`config.mk`:
```
export PLATFORM = sky130hd
export DESIGN_NAME = block_allocator_flat
export DESIGN_NICKNAME = d
export VERILOG_FILES = /design/src/rtl/block_allocator_if.sv /design/src/rtl/block_allocator.sv /design/src/flat_wrapper.sv
export SDC_FILE = /design/constraint.sdc
export NUM_CORES = 1
export LEC_CHECK = 0
export CAP_MARGIN = 25
export CORE_ASPECT_RATIO = 0.9
export CORE_MARGIN = 10
export CORE_UTILIZATION = 30
export CTS_CLUSTER_DIAMETER = 100
export DETAILED_ROUTE_END_ITERATION = 6
export SYNTH_ARGS = -nofsm -noshare
export SYNTH_HDL_FRONTEND = slang
export SYNTH_SLANG_ARGS = --single-unit
export TNS_END_PERCENT = 5
```
`constraint.sdc`:
```
create_clock -name clk -period 16.5 [get_ports clk]
set_input_delay 4.95 -clock clk [delete_from_list [all_inputs] [get_ports clk]]
set_output_delay 4.95 -clock clk [all_outputs]
set_load 0.05 [all_outputs]
```
`src/rtl/block_allocator_if.sv`:
```
// rtl/block_allocator_if.sv - request/grant/allocate bundle between requester, pool and block_allocator
interface block_allocator_if #(
  parameter int BLOCKS = 64
);
  localparam int IW = $clog2(BLOCKS);

  logic [BLOCKS-1:0] free_bitmap;
  logic              req;
  logic              req_ready;
  logic              grant_valid;
  logic [IW-1:0]     grant_block;
  logic              grant_ready;
  logic              alloc_fail;
  logic              allocate;
  logic [IW-1:0]     alloc_block;
  logic [IW:0]       free_count;

  modport slave (
    input  free_bitmap, req, grant_ready,
    output req_ready, grant_valid, grant_block, alloc_fail, allocate, alloc_block, free_count
  );

  modport master (
    output free_bitmap, req, grant_ready,
    input  req_ready, grant_valid, grant_block, alloc_fail, allocate, alloc_block, free_count
  );
endinterface

```
`src/rtl/block_allocator.sv`:
```
// rtl/block_allocator.sv - single-block allocator over a free bitmap, fixed two-cycle grant latency
// Optional ALLOC_ROUND_ROBIN_EN: search from a rotating pointer instead of lowest index.
module block_allocator #(
  parameter int BLOCKS = 64
) (
  input  logic              clk,
  input  logic              reset,
  block_allocator_if.slave  bus
);
  localparam int IW = $clog2(BLOCKS);
  localparam int CW = IW + 1;

  typedef enum logic [1:0] {IDLE, SCAN, GRANT, COMMIT} state_t;

  state_t        state_q, state_d;
  logic [IW-1:0] grant_block_q, grant_block_d;
  logic          alloc_fail_q, alloc_fail_d;
  logic [CW-1:0] free_count_q, free_count_d;
  logic          found;
  logic [IW-1:0] hit;
  logic [IW-1:0] idx;

`ifdef ALLOC_ROUND_ROBIN_EN
  logic [IW-1:0] ptr_q, ptr_d;

  // Walk offsets high to low so the smallest offset from the pointer wins.
  always_comb begin
    found = 1'b0;
    hit   = '0;
    idx   = '0;
    for (int i = BLOCKS - 1; i >= 0; i--) begin
      idx = ptr_q + IW'(i);
      if (bus.free_bitmap[idx]) begin
        found = 1'b1;
        hit   = idx;
      end
    end
  end

  always_comb begin
    ptr_d = ptr_q;
    if (state_q == COMMIT) ptr_d = grant_block_q + IW'(1);
  end

  always_ff @(posedge clk) begin
    if (reset) ptr_q <= '0;
    else       ptr_q <= ptr_d;
  end
`else
  always_comb begin
    found = 1'b0;
    hit   = '0;
    idx   = '0;
    for (int i = BLOCKS - 1; i >= 0; i--) begin
      idx = IW'(i);
      if (bus.free_bitmap[idx]) begin
        found = 1'b1;
        hit   = idx;
      end
    end
  end
`endif

  always_comb begin
    free_count_d = '0;
    for (int i = 0; i < BLOCKS; i++) begin
      free_count_d = free_count_d + {{(CW-1){1'b0}}, bus.free_bitmap[i]};
    end
  end

  always_comb begin
    state_d       = state_q;
    grant_block_d = grant_block_q;
    alloc_fail_d  = 1'b0;
    case (state_q)
      IDLE:   if (bus.req) state_d = SCAN;
      SCAN: begin
        if (found) begin
          state_d       = GRANT;
          grant_block_d = hit;
        end else begin
          state_d      = IDLE;
          alloc_fail_d = 1'b1;
        end
      end
      // The grant is held against later bitmap changes until the requester takes it.
      GRANT:  if (bus.grant_ready) state_d = COMMIT;
      COMMIT: state_d = IDLE;
      default: state_d = IDLE;
    endcase
  end

  always_ff @(posedge clk) begin
    if (reset) begin
      state_q       <= IDLE;
      grant_block_q <= '0;
      alloc_fail_q  <= 1'b0;
      free_count_q  <= '0;
    end else begin
      state_q       <= state_d;
      grant_block_q <= grant_block_d;
      alloc_fail_q  <= alloc_fail_d;
      free_count_q  <= free_count_d;
    end
  end

  assign bus.req_ready   = (state_q == IDLE);
  assign bus.grant_valid = (state_q == GRANT);
  assign bus.grant_block = grant_block_q;
  assign bus.alloc_fail  = alloc_fail_q;
  assign bus.allocate    = (state_q == COMMIT);
  assign bus.alloc_block = (state_q == COMMIT) ? grant_block_q : '0;
  assign bus.free_count  = free_count_q;
endmodule

```
`src/flat_wrapper.sv`:
```
// flat-port wrapper written by rule: the top's interface ports become plain ports
module block_allocator_flat 
#(
  parameter int BLOCKS = 64
)
  (clk, reset, bus_free_bitmap, bus_req, bus_grant_ready, bus_req_ready, bus_grant_valid, bus_grant_block, bus_alloc_fail, bus_allocate, bus_alloc_block, bus_free_count);
  block_allocator_if #(.BLOCKS(BLOCKS)) bus_i ();
  input  logic clk;
  input  logic reset;
  input wire logic [$bits(bus_i.free_bitmap)-1:0] bus_free_bitmap;
  input wire logic [$bits(bus_i.req)-1:0] bus_req;
  input wire logic [$bits(bus_i.grant_ready)-1:0] bus_grant_ready;
  output wire logic [$bits(bus_i.req_ready)-1:0] bus_req_ready;
  output wire logic [$bits(bus_i.grant_valid)-1:0] bus_grant_valid;
  output wire logic [$bits(bus_i.grant_block)-1:0] bus_grant_block;
  output wire logic [$bits(bus_i.alloc_fail)-1:0] bus_alloc_fail;
  output wire logic [$bits(bus_i.allocate)-1:0] bus_allocate;
  output wire logic [$bits(bus_i.alloc_block)-1:0] bus_alloc_block;
  output wire logic [$bits(bus_i.free_count)-1:0] bus_free_count;
  assign bus_i.free_bitmap = bus_free_bitmap;
  assign bus_i.req = bus_req;
  assign bus_i.grant_ready = bus_grant_ready;
  assign bus_req_ready = bus_i.req_ready;
  assign bus_grant_valid = bus_i.grant_valid;
  assign bus_grant_block = bus_i.grant_block;
  assign bus_alloc_fail = bus_i.alloc_fail;
  assign bus_allocate = bus_i.allocate;
  assign bus_alloc_block = bus_i.alloc_block;
  assign bus_free_count = bus_i.free_count;
  block_allocator #(.BLOCKS(BLOCKS)) u_core (.clk(clk), .reset(reset), .bus(bus_i));
endmodule
```
# == Yosys cells after proc, flatten, opt, wreduce, memory -nomap -nowiden ==
# Index checks and enable logic that the tools add are counted.
# op_classes
addsub,63
n_eq_ne,5
mux,134
n_reduce_logical,4
bitwise,1
# ops
operator,count
7-bit by 1-bit adder with 7-bit output,62
6-bit 2-to-1 mux,65
1-bit 2-to-1 mux,65
2-bit one-hot mux with 4 select lines,1
2-bit 2-to-1 mux,3
2-bit equality test (second input constant),2
2-bit inequality test (second input constant),2
2-bit AND reduction,2
1-bit by 1-bit adder with 2-bit output,1
2-bit by 1-bit equality test with 1-bit output (second input constant),1
2-bit zero test,1
2-bit OR reduction,1
1-bit inverter,1
# word_totals
out_inout_bits,23
input_bits,68
ff_bits,16
wordCells,211

# == Longest topological paths before layout ==
# Gate-level depths: netlist of run 1.
# logic_depth
word_depth,66
ltp_mapped,22
depth_no_buf,22

# == Worst setup path before layout of run 1 ==
# OpenSTA, ideal clock, no wires.
# synth_path
path_kind,in2reg
startpoint,in bus_free_bitmap[54]
endpoint,"reg u_core.free_count_q[6], in the netlist u_core.bus.free_count[6]"
arrival_time_ns,10.403
required_ns,16.368
stages,22
path_slack_ns,5.964
path_cell_list,fa_1 > inv_1 > fa_1 > inv_1 > fa_1 > inv_1 > fa_1 > inv_1 > fa_1 > inv_1 > fa_1 > fa_1 > fa_1 > inv_1 > fa_1 > fa_1 > a21oi_1 > nor2_1 > nor2_1 > nor2b_1 > o21ai_0 > a21oi_1
# synth_via
elab_chain_len,10
# synth_lines
item,line,text
start: declaration,flat_wrapper.sv:10,input wire logic [$bits(bus_i.free_bitmap)-1:0] bus_free_bitmap;
7-bit by 1-bit adder with 7-bit output (10 in a row),block_allocator.sv:67,"free_count_d = free_count_d + {{(CW-1){1'b0}}, bus.free_bitmap[i]};"
end signal: assignment,block_allocator.sv:103,free_count_q <= free_count_d;
end: declaration,block_allocator.sv:18,"logic [CW-1:0] free_count_q, free_count_d;"
# No other way between the ends.
# A chain may end at the register's enable or synchronous reset.

# == Worst setup path after layout of run 1 ==
# Same ends and word-level chain as after synthesis.

==> results of run 1 <==
[placed cells by master (no fill, tap or decap), types with 9 or more instances in the layout]
cell / instances
clkdlybuf4s50_1: 90
inv_1: 89
fa_1: 54
nor2_1: 29
a21oi_1: 21
nor4_1: 18
ha_1: 16
dfxtp_1: 16
nor3_1: 10
o21ai_0: 9
nand2_1: 9
[report_power, final]
group          internal, mW  total, mW  switching, mW  leakage [nW]
combinational         0.490       1.05          0.561          1.63
clock                0.0212     0.0352         0.0141        0.0288
sequential           0.0585     0.0616        0.00308         0.132
[sequential cells by signal, indices dropped and copies added, names as in the netlist, named ones only]
register and cells:
u_core.bus.alloc_fail 1, u_core.state_q 1, u_core.bus.grant_block 6, u_core.bus.free_count 7
[worst min-delay path, delay by kind of cell (launching register included)]
kind            cells  cell delay, ns
compound gates      1            0.06
flops               1            0.32
simple gates        1            0.08
[Yosys cell counts (5+ instances only)]
cell,number
ha_1,16
o31ai_1,5
a21oi_1,21
nand2_1,9
and3_1,6
clkbuf_1,5
dfxtp_1,16
inv_1,89
fa_1,54
nor3_1,10
nor4_1,18
nor2b_1,5
nor2_1,29
o21ai_0,9
nand3b_1,5
[logic make-up (layout without fill, tap and decap cells)]
family	after synthesis	after routing	synth area share
AOI/OAI and AO/OA	63	63	0.140
xor gates and xnor gates	3	3	0.00872
adders and majority gates	70	70	0.425
buffers and inverters	94	183	0.117
DFF	16	16	0.106
muxes	1	1	0.00332
and+or+nand+nor	104	104	0.200
[layout make-up]
cell class                 instances  area [µm²]
inverter                          89         334
tap                              126         158
timing repair buffer              90         901
sequential                        16         320
multi-input combinational        241        2340
fill                            1006        5630
clock buffer                       4        55.1
[per-stage QoR]
stage / total power [mW] / instances
finish: 1.15 / 566
global route: 1.33 / 566
CTS: 1.18 / 566
detailed placement: 1.14 / 562
global placement: 1.14 / 562
floorplan: 0.906 / 351
[metal layers]
| metal | global-route usage | part of all wire | routed length (µm) | vias up |
|---|---|---|---|---|
| met5 | 0 | 0 | 0 | - |
| met1 | 0.176 | 0.43 | 4230 | 1318 |
| li1 | - | - | - | 1351 |
| met2 | 0.227 | 0.50 | 4890 | 74 |
| met3 | 0.0170 | 0.056 | 552 | 10 |
| met4 | 0.0184 | 0.011 | 112 | 0 |
[worst min-delay path by stage]
| stage | from | to | slack, ns |
|---|---|---|---|
| 2_1_floorplan | u_core.state_q[0]$_SDFFE_PP0P_ | u_core.state_q[0]$_SDFFE_PP0P_ | 0.63 |
| 3_3_place_gp | u_core.bus.grant_block[3]$_SDFFE_PP0P_ | u_core.bus.grant_block[3]$_SDFFE_PP0P_ | 0.50 |
| 3_5_place_dp | u_core.bus.grant_block[3]$_SDFFE_PP0P_ | u_core.bus.grant_block[3]$_SDFFE_PP0P_ | 0.50 |
| 4_1_cts | u_core.bus.grant_block[3]$_SDFFE_PP0P_ | u_core.bus.grant_block[3]$_SDFFE_PP0P_ | 0.51 |
| 5_1_grt | u_core.bus.grant_block[1]$_SDFFE_PP0P_ | u_core.bus.grant_block[1]$_SDFFE_PP0P_ | 0.55 |
| 6_report | u_core.bus.grant_block[3]$_SDFFE_PP0P_ | u_core.bus.grant_block[3]$_SDFFE_PP0P_ | 0.51 |
==> results.toml, run 1 <==
[die]
io_pins = 91
num_rows = 34
dieArea_mm2 = 0.0145
core_mm2 = 0.00974
die_y_um = 115
die_w_um = 126
initial_core_util = 0.309

[clock_network]
clock_path_buffers = 2
clock_sinks = 16
clkTransAtPathRegs_ns = 0.07
cts_tree = "built"
cts_hold_buf = 0
cts_buffers = 3
htreeDepth = 1
clkLatencyLatePin_ns = 0.24
post-cts-setup-buffers = 0
cts_resized = 0
cts-root-buf = "clkbuf_8"

[timing]
layout_min_cycle_time_ns = 11.07
rsz0062_at_grt = "no"
final-setup-viol-count = 0
hold_violations = 0
whs_ns = 0.511
slew_viol_final = 0
slew-limit-headroom = 0.456
setup_tns_ns = 0
timing.final.ws_setup_ns = 5.43
fmax_mhz = 90.3
fin_crit_sh = 0.671
fin_worst_skew_ns = 0.000949
tightest_slew_ns = 0.808

[synthesis]
yosys.cell_types.count = 48
synth_seq_area_share = 0.106
synth-async-reset-ratio = 0
synthCells = 351
synth_edf_count = 0
synth_seq_cells = 16
ys.flop_type = "dfxtp_1"
avgSynthCellArea_um2 = 8.58
yosys_warnings = 0
synth_nets = 489
synthTopCellsByArea = "fa_1, inv_1, dfxtp_1, ha_1, nor4_1"
synth.largest_area_cell = "fa_1"
synth_area_mm2 = 0.00301
synth_top_area_share = 0.359

[hold_path]
min_delay_path_depth = 2
holdCritPathClass = "reg2reg"

[drt]
routedWlPerCell_um = 17.3
ant_nets = 0
firstDrtPassIters = 4
drt_iter0_markers = 104
vias_per_cell = 4.86
wl_um = 9790
drcViolationCount = 0
vias = 2753

[power_and_ir_drop]
peakVddDrop_uv = 531
power_density_mw_per_mm2 = 280
leakage_nw = 1.79

[setup_path]
crit_path_start = "bus_free_bitmap[54]"
endpoint = "u_core.bus.free_count[6]$_SDFF_PP0_"
regToRegStartpoint = "u_core.state_q[0]$_SDFFE_PP0P_"
critPathMaxStageDelay_ns = 0.57
worstPathArrival_ns = 11.18
r2r_setup_slack_ns = 14.50
cp-start-kind = "primary input"
path_class = "in2reg"
cpMostUsedCell = "fa_1"
rr_worst_depth = 5
crit_buf_inv = 7
path_depth = 23
r2r_end = "u_core.bus.grant_block[0]$_SDFFE_PP0P_"
critical_path_required_ns = 16.61
end_kind = "flip-flop"
cp_max_fo = 5
slowest_stage = "fa_1"
crit_chain = "clkdlybuf4s50_1 > fa_1 > inv_1 > fa_1 > inv_1 > fa_1 > inv_1 > fa_1 > inv_1 > fa_1 > inv_1 > fa_1 > fa_1 > fa_1 > inv_1 > fa_1 > fa_1 > a21oi_1 > nor2_1 > nor2_1 > nor2b_1 > o21ai_0 > a21oi_1"
path_delay_family = "adder cells"

[global_routing]
grt_max_degree = 19
grt_antenna_before_repair = 0
grt_pass1_wl_um = 15600
grt_pass1_vias = 2893
grtUsageTotal = 0.132
grt_overflow = 0

[place]
dp_hpwl_um = 9000
place_congestion = 0.920
port_buffers = 90
dpl_worst_slack_ns = 5.14
placed_area_mm2 = 0.00405

[layout]
drive_gt1_frac = 0.0273
layout.nets = 579
fin_area_mm2 = 0.00411
antenna-diode-count = 0
fin_util = 0.422
area_growth_pct = 36.3

[status]
outcome = "complete, no violations"

[job]
drv_cap = 0
Power figures use the tool's default switching activity.
==> inputs of run 2 (changes only) <==
clock period = 10.7 ns   (was 16.5 ns; I/O delays follow)
==> results.toml, run 2 (synthesis results as in run 1) <==
[layout]
final_common_cell = "clkdlybuf4s50_1"
layout.nets = 579
final_cell_mix = "clkdlybuf4s50_1, inv_1, fa_1, nor2_1, a21oi_1"
drive_gt1_frac = 0.0273
area_growth_pct = 36.3
largest_register_ffs = 7
antenna-diode-count = 0

[clock_network]
cts_buffers = 3
cts-root-buf = "clkbuf_8"
clkLatencyLatePin_ns = 0.25
cts_tree = "built"
clock_sinks = 16
clkTransAtPathRegs_ns = 0.07
cts_hold_buf = 0
cts_resized = 0
clock_path_buffers = 2
post-cts-setup-buffers = 0
htreeDepth = 1

[status]
outcome = "complete, no violations"

[die]
io_pins = 91
die_y_um = 115
num_rows = 34
initial_core_util = 0.309
core_mm2 = 0.00974
die_w_um = 126
dieArea_mm2 = 0.0145

[global_routing]
grt_max_degree = 19
grt_antenna_before_repair = 0
grt_pass1_wl_um = 15600
grt_pass1_vias = 2862
grtUsageTotal = 0.133
grt_overflow = 0

[setup_path]
critical_path_required_ns = 10.82
path_depth = 23
cp_max_fo = 5
slowest_stage = "fa_1"
r2r_end = "u_core.bus.grant_block[0]$_SDFFE_PP0P_"
path_class = "in2reg"
path_delay_family = "adder cells"
rr_worst_depth = 5
end_kind = "flip-flop"
worstPathArrival_ns = 9.42
r2r_setup_slack_ns = 8.76
crit_chain = "clkdlybuf4s50_1 > fa_1 > inv_1 > fa_1 > inv_1 > fa_1 > inv_1 > fa_1 > inv_1 > fa_1 > inv_1 > fa_1 > fa_1 > fa_1 > inv_1 > fa_1 > fa_1 > a21oi_1 > nor2_1 > nor2_1 > nor2b_1 > o21ai_0 > a21oi_1"
regToRegStartpoint = "u_core.state_q[0]$_SDFFE_PP0P_"
critPathMaxStageDelay_ns = 0.58
crit_buf_inv = 7
cpMostUsedCell = "fa_1"
cp-start-kind = "primary input"

[power_and_ir_drop]
leakage_nw = 1.79
fin_total_pwr_mw = 1.77
power_density_mw_per_mm2 = 430
peakVddDrop_uv = 1070

[drt]
ant_nets = 0
wl_um = 9720
routedWlPerCell_um = 17.2
firstDrtPassIters = 4
drcViolationCount = 0
drt_iter0_markers = 151
vias = 2740
vias_per_cell = 4.84

[timing]
final-setup-viol-count = 0
fin_worst_skew_ns = 0.000586
fmax_mhz = 107
setup_tns_ns = 0
rsz0062_at_grt = "no"
timing.final.ws_setup_ns = 1.40
slew_viol_final = 0
tightest_slew_ns = 0.853
hold_violations = 0
slew-limit-headroom = 0.426
layout_min_cycle_time_ns = 9.30
fin_crit_sh = 0.870

[hold_path]
min_delay_path_depth = 2
holdCritPathClass = "reg2reg"
hold_path.startpoint = "u_core.bus.grant_block[3]$_SDFFE_PP0P_"
min_to = "u_core.bus.grant_block[3]$_SDFFE_PP0P_"

[place]
dpl_worst_slack_ns = 1.10
place_congestion = 0.920
dp_hpwl_um = 8920
port_buffers = 90

[job]
drv_cap = 0
## run 2: cell type report
class                   count  area, µm²
multi-input cells         241       2340
inverters                  89        334
fillers                  1015       5630
clock buffers               4       55.1
flip-flops and latches     16        320
repair buffers             90        901
well taps                 126        158
## run 2: worst max-delay path by stage
stage / start / to / slack [ns]
6_report: bus_free_bitmap[54] / u_core.bus.free_count[6]$_SDFF_PP0_ / 1.40
2_1_floorplan: bus_free_bitmap[54] / u_core.bus.free_count[6]$_SDFF_PP0_ / 1.90
5_1_grt: bus_free_bitmap[54] / u_core.bus.free_count[6]$_SDFF_PP0_ / 1.16
3_3_place_gp: bus_free_bitmap[54] / u_core.bus.free_count[6]$_SDFF_PP0_ / 1.14
3_5_place_dp: bus_free_bitmap[54] / u_core.bus.free_count[6]$_SDFF_PP0_ / 1.10
4_1_cts: bus_free_bitmap[54] / u_core.bus.free_count[6]$_SDFF_PP0_ / 1.36
## run 2: metal layers
layer	wire (µm)	GRT usage
met2	4840	0.223
met1	4290	0.180
met4	86	0.0207
met5	0	0
met3	501	0.0184
## run 2: per-stage QoR
step,util,instance area (µm²),hold slack (ns),cells
3_3_place_gp,0.416,4050,0.496,562
6_report,0.422,4110,0.507,566
3_5_place_dp,0.416,4050,0.498,562
2_1_floorplan,-,3010,0.632,351
5_1_grt,0.422,4110,0.549,566
4_1_cts,0.422,4110,0.509,566
## run 2: where the power goes
| group | internal [mW] | switching [mW] | total (mW) |
|---|---|---|---|
| registers | 0.0903 | 0.00501 | 0.0953 |
| logic | 0.756 | 0.861 | 1.62 |
| clock network | 0.0327 | 0.0222 | 0.0549 |
| total | 0.879 | 0.888 | 1.77 |
## run 2: worst min-delay path: stages (launching register included)
cell and delay [ns]:
dfxtp_1 0.32, nand3b_1 0.08, o31ai_1 0.06
==> inputs of run 3 (changes only) <==
SKIP_CTS_REPAIR_TIMING = 1   (was default)
==> results of run 3 <==
No change in the layout: final DEF, timing and power equal those of run 2.
==> RTL edit: new RTL, config.mk and constraints of run 3 <==
`BLOCKS` is set to 64 in 3 places; all go to 128.
--- a/src/rtl/block_allocator_if.sv
+++ b/src/rtl/block_allocator_if.sv
@@ -1,5 +1,5 @@
 // rtl/block_allocator_if.sv - request/grant/allocate bundle between requester, pool and block_allocator
 interface block_allocator_if #(
-  parameter int BLOCKS = 64
+  parameter int BLOCKS = 128
 );
   localparam int IW = $clog2(BLOCKS);
--- a/src/rtl/block_allocator.sv
+++ b/src/rtl/block_allocator.sv
@@ -2,5 +2,5 @@
 // Optional ALLOC_ROUND_ROBIN_EN: search from a rotating pointer instead of lowest index.
 module block_allocator #(
-  parameter int BLOCKS = 64
+  parameter int BLOCKS = 128
 ) (
   input  logic              clk,
--- a/src/flat_wrapper.sv
+++ b/src/flat_wrapper.sv
@@ -2,5 +2,5 @@
 module block_allocator_flat 
 #(
-  parameter int BLOCKS = 64
+  parameter int BLOCKS = 128
 )
   (clk, reset, bus_free_bitmap, bus_req, bus_grant_ready, bus_req_ready, bus_grant_valid, bus_grant_block, bus_alloc_fail, bus_allocate, bus_alloc_block, bus_free_count);
Ports: changed (resized bus_alloc_block, bus_free_bitmap, bus_free_count and bus_grant_block); port bits go from 91 to 158. The function was not compared with the original's and may differ.
==> RTL edit against run 3 <==
- setup slack worse by 1.1 ns
- sequential cell count is 2 higher
- critical path type unchanged
- maximum frequency is 11% lower
- count of clock-buffer cells in the layout stayed put
- routed wire length is 110% higher
- clock skew is 0.0010 ns higher
- synthesized area is 89% higher
- cell area is 96% higher
Power is left out: the tool's default activity adds up to more than one toggle a clock period on the data nets, which glitch-free logic cannot reach.
==> RTL edit: results (changes against run 3) <==
qor: finish.buffers 211 [+130%]
qor: finish.buf_share 24.6% [+2.7 points]
qor: worst_setup_path.critPathTopFamily adder cells
qor: grt.grt_max_degree 21 [+2]
qor: placed_design.port_buffers 157 [+74%]
qor: worst_setup_path.cp_data_arrival_time 10.56 ns [+1.14 ns]
qor: finish.final_net_count 1165 [+100%]
qor: grt.track_usage 16.0% [+2.7 points]
qor: timing.max-slew-margin-rel 39.1% [-3.5 points]
qor: worst_setup_path.cp_max_fo 3 [-2]
qor: timing.fin_skew 0.00160 ns [+0.00101 ns]
qor: worst_setup_path.crit_path_max_incr_delay 0.53 ns [-0.05 ns]
qor: synth.ys_seq_area_share 6.34% [-4.3 points]
qor: finish.largest_register_ffs 8 [+1]
qor: finish.layout.non_clock_inverters 192 [+120%]
qor: timing.holdWs 0.493 ns [-0.0143 ns]
qor: finish.final_cells 1137 [+100%]
qor: drt.drt_iter0_drc 341 [+130%]
qor: clock_tree.cts.sink_count 18 [+2]
qor: drt.post_drt_via_cell_ratio 4.82 [-0.40%]
qor: synth.postSynthNetCount 954 [+95%]
qor: placed_design.preCtsSetupSlack -0.118 ns [-1.22 ns]
qor: outcome.result_of_the_run complete, no violations
qor: synth.synth_instances 681 [+94%]
qor: placed_design.hpwlAfterDp 18500 um [+110%]
qor: finish.area.share.sequential 4.48% [-3.3 points]
qor: min_path.holdPathStages 2 [unchanged]
qor: min_path.min_to u_core.bus.grant_block[5]
qor: finish.multi_input_comb_area 0.00458 mm2 [+96%]
qor: finish.drive_gt1_share 8.19% [+5.5 points]
qor: worst_setup_path.cell_type_of_the_slowest_stage_on_the_worst_timing_path sky130_fd_sc_hd__fa_1
qor: placed_design.globalplace.congestion 0.949 [+3.2%]
qor: grt.antenna_found_initial 1 [+1]
qor: synth.leading_cell_types_by_total_area_after_synthesis sky130_fd_sc_hd__fa_1, sky130_fd_sc_hd__inv_1, sky130_fd_sc_hd__dfxtp_1, sky130_fd_sc_hd__ha_1, sky130_fd_sc_hd__nor4_1
qor: finish.final.fill_count 1833 [+81%]
qor: worst_setup_path.source_of_the_critical_timing_path bus_free_bitmap[116]
qor: drt.drt_pre_antenna_iters 4 [unchanged]
qor: finish.layout.comb_gates.multi_input 466 [+93%]
qor: min_path.worstHoldStart u_core.bus.grant_block[5]
qor: clock_tree.ctsRootBufferMaster sky130_fd_sc_hd__clkbuf_16
qor: worst_setup_path.reg2reg_slack 8.59 ns [-0.17 ns]
qor: drt.wirelength 20100 um [+110%]
qor: finish.clock_area_share 1.11% [-0.23 points]
qor: synth.synthTopCellsByCount sky130_fd_sc_hd__inv_1, sky130_fd_sc_hd__fa_1, sky130_fd_sc_hd__nor2_1
qor: finish.num_antenna_cells 1 [+1]
qor: grt.grt_pass1_vias 5802 [+100%]
qor: grt.grt_first_pass_wirelength 30800 um [+97%]
qor: synth.yosysUniqueCellTypes 57 [+19%]
[RTL edit: kinds of logic (layout without fill, tap and decap cells)]
kind of cell	count (synthesis)	after routing	share of synthesized area (%)
adders and majority gates	141	141	46.2
muxes	1	1	0.176
xor gates and xnor gates	5	5	0.770
AOI/OAI and AO/OA	116	116	14.0
and+or+nand+nor	203	203	19.2
DFF	18	18	6.34
buffers and inverters	197	407	13.3
other	0	1	0
[RTL edit: metrics by stage]
stage,setup TNS (ns),area [um2]
6_report,0,8040
4_1_cts,0,8030
2_1_floorplan,0,5690
3_5_place_dp,-0.118,7940
3_3_place_gp,-0.0481,7940
5_1_grt,0,8040
[RTL edit: layer usage]
metal | global-route usage [%] | share of wire [%] | vias to the layer above
met5 | 0 | 0 | -
met2 | 26.1 | 45 | 196
met3 | 3.63 | 7.9 | 26
met4 | 2.65 | 1.7 | 0
li1 | - | - | 2659
met1 | 21.3 | 45 | 2601
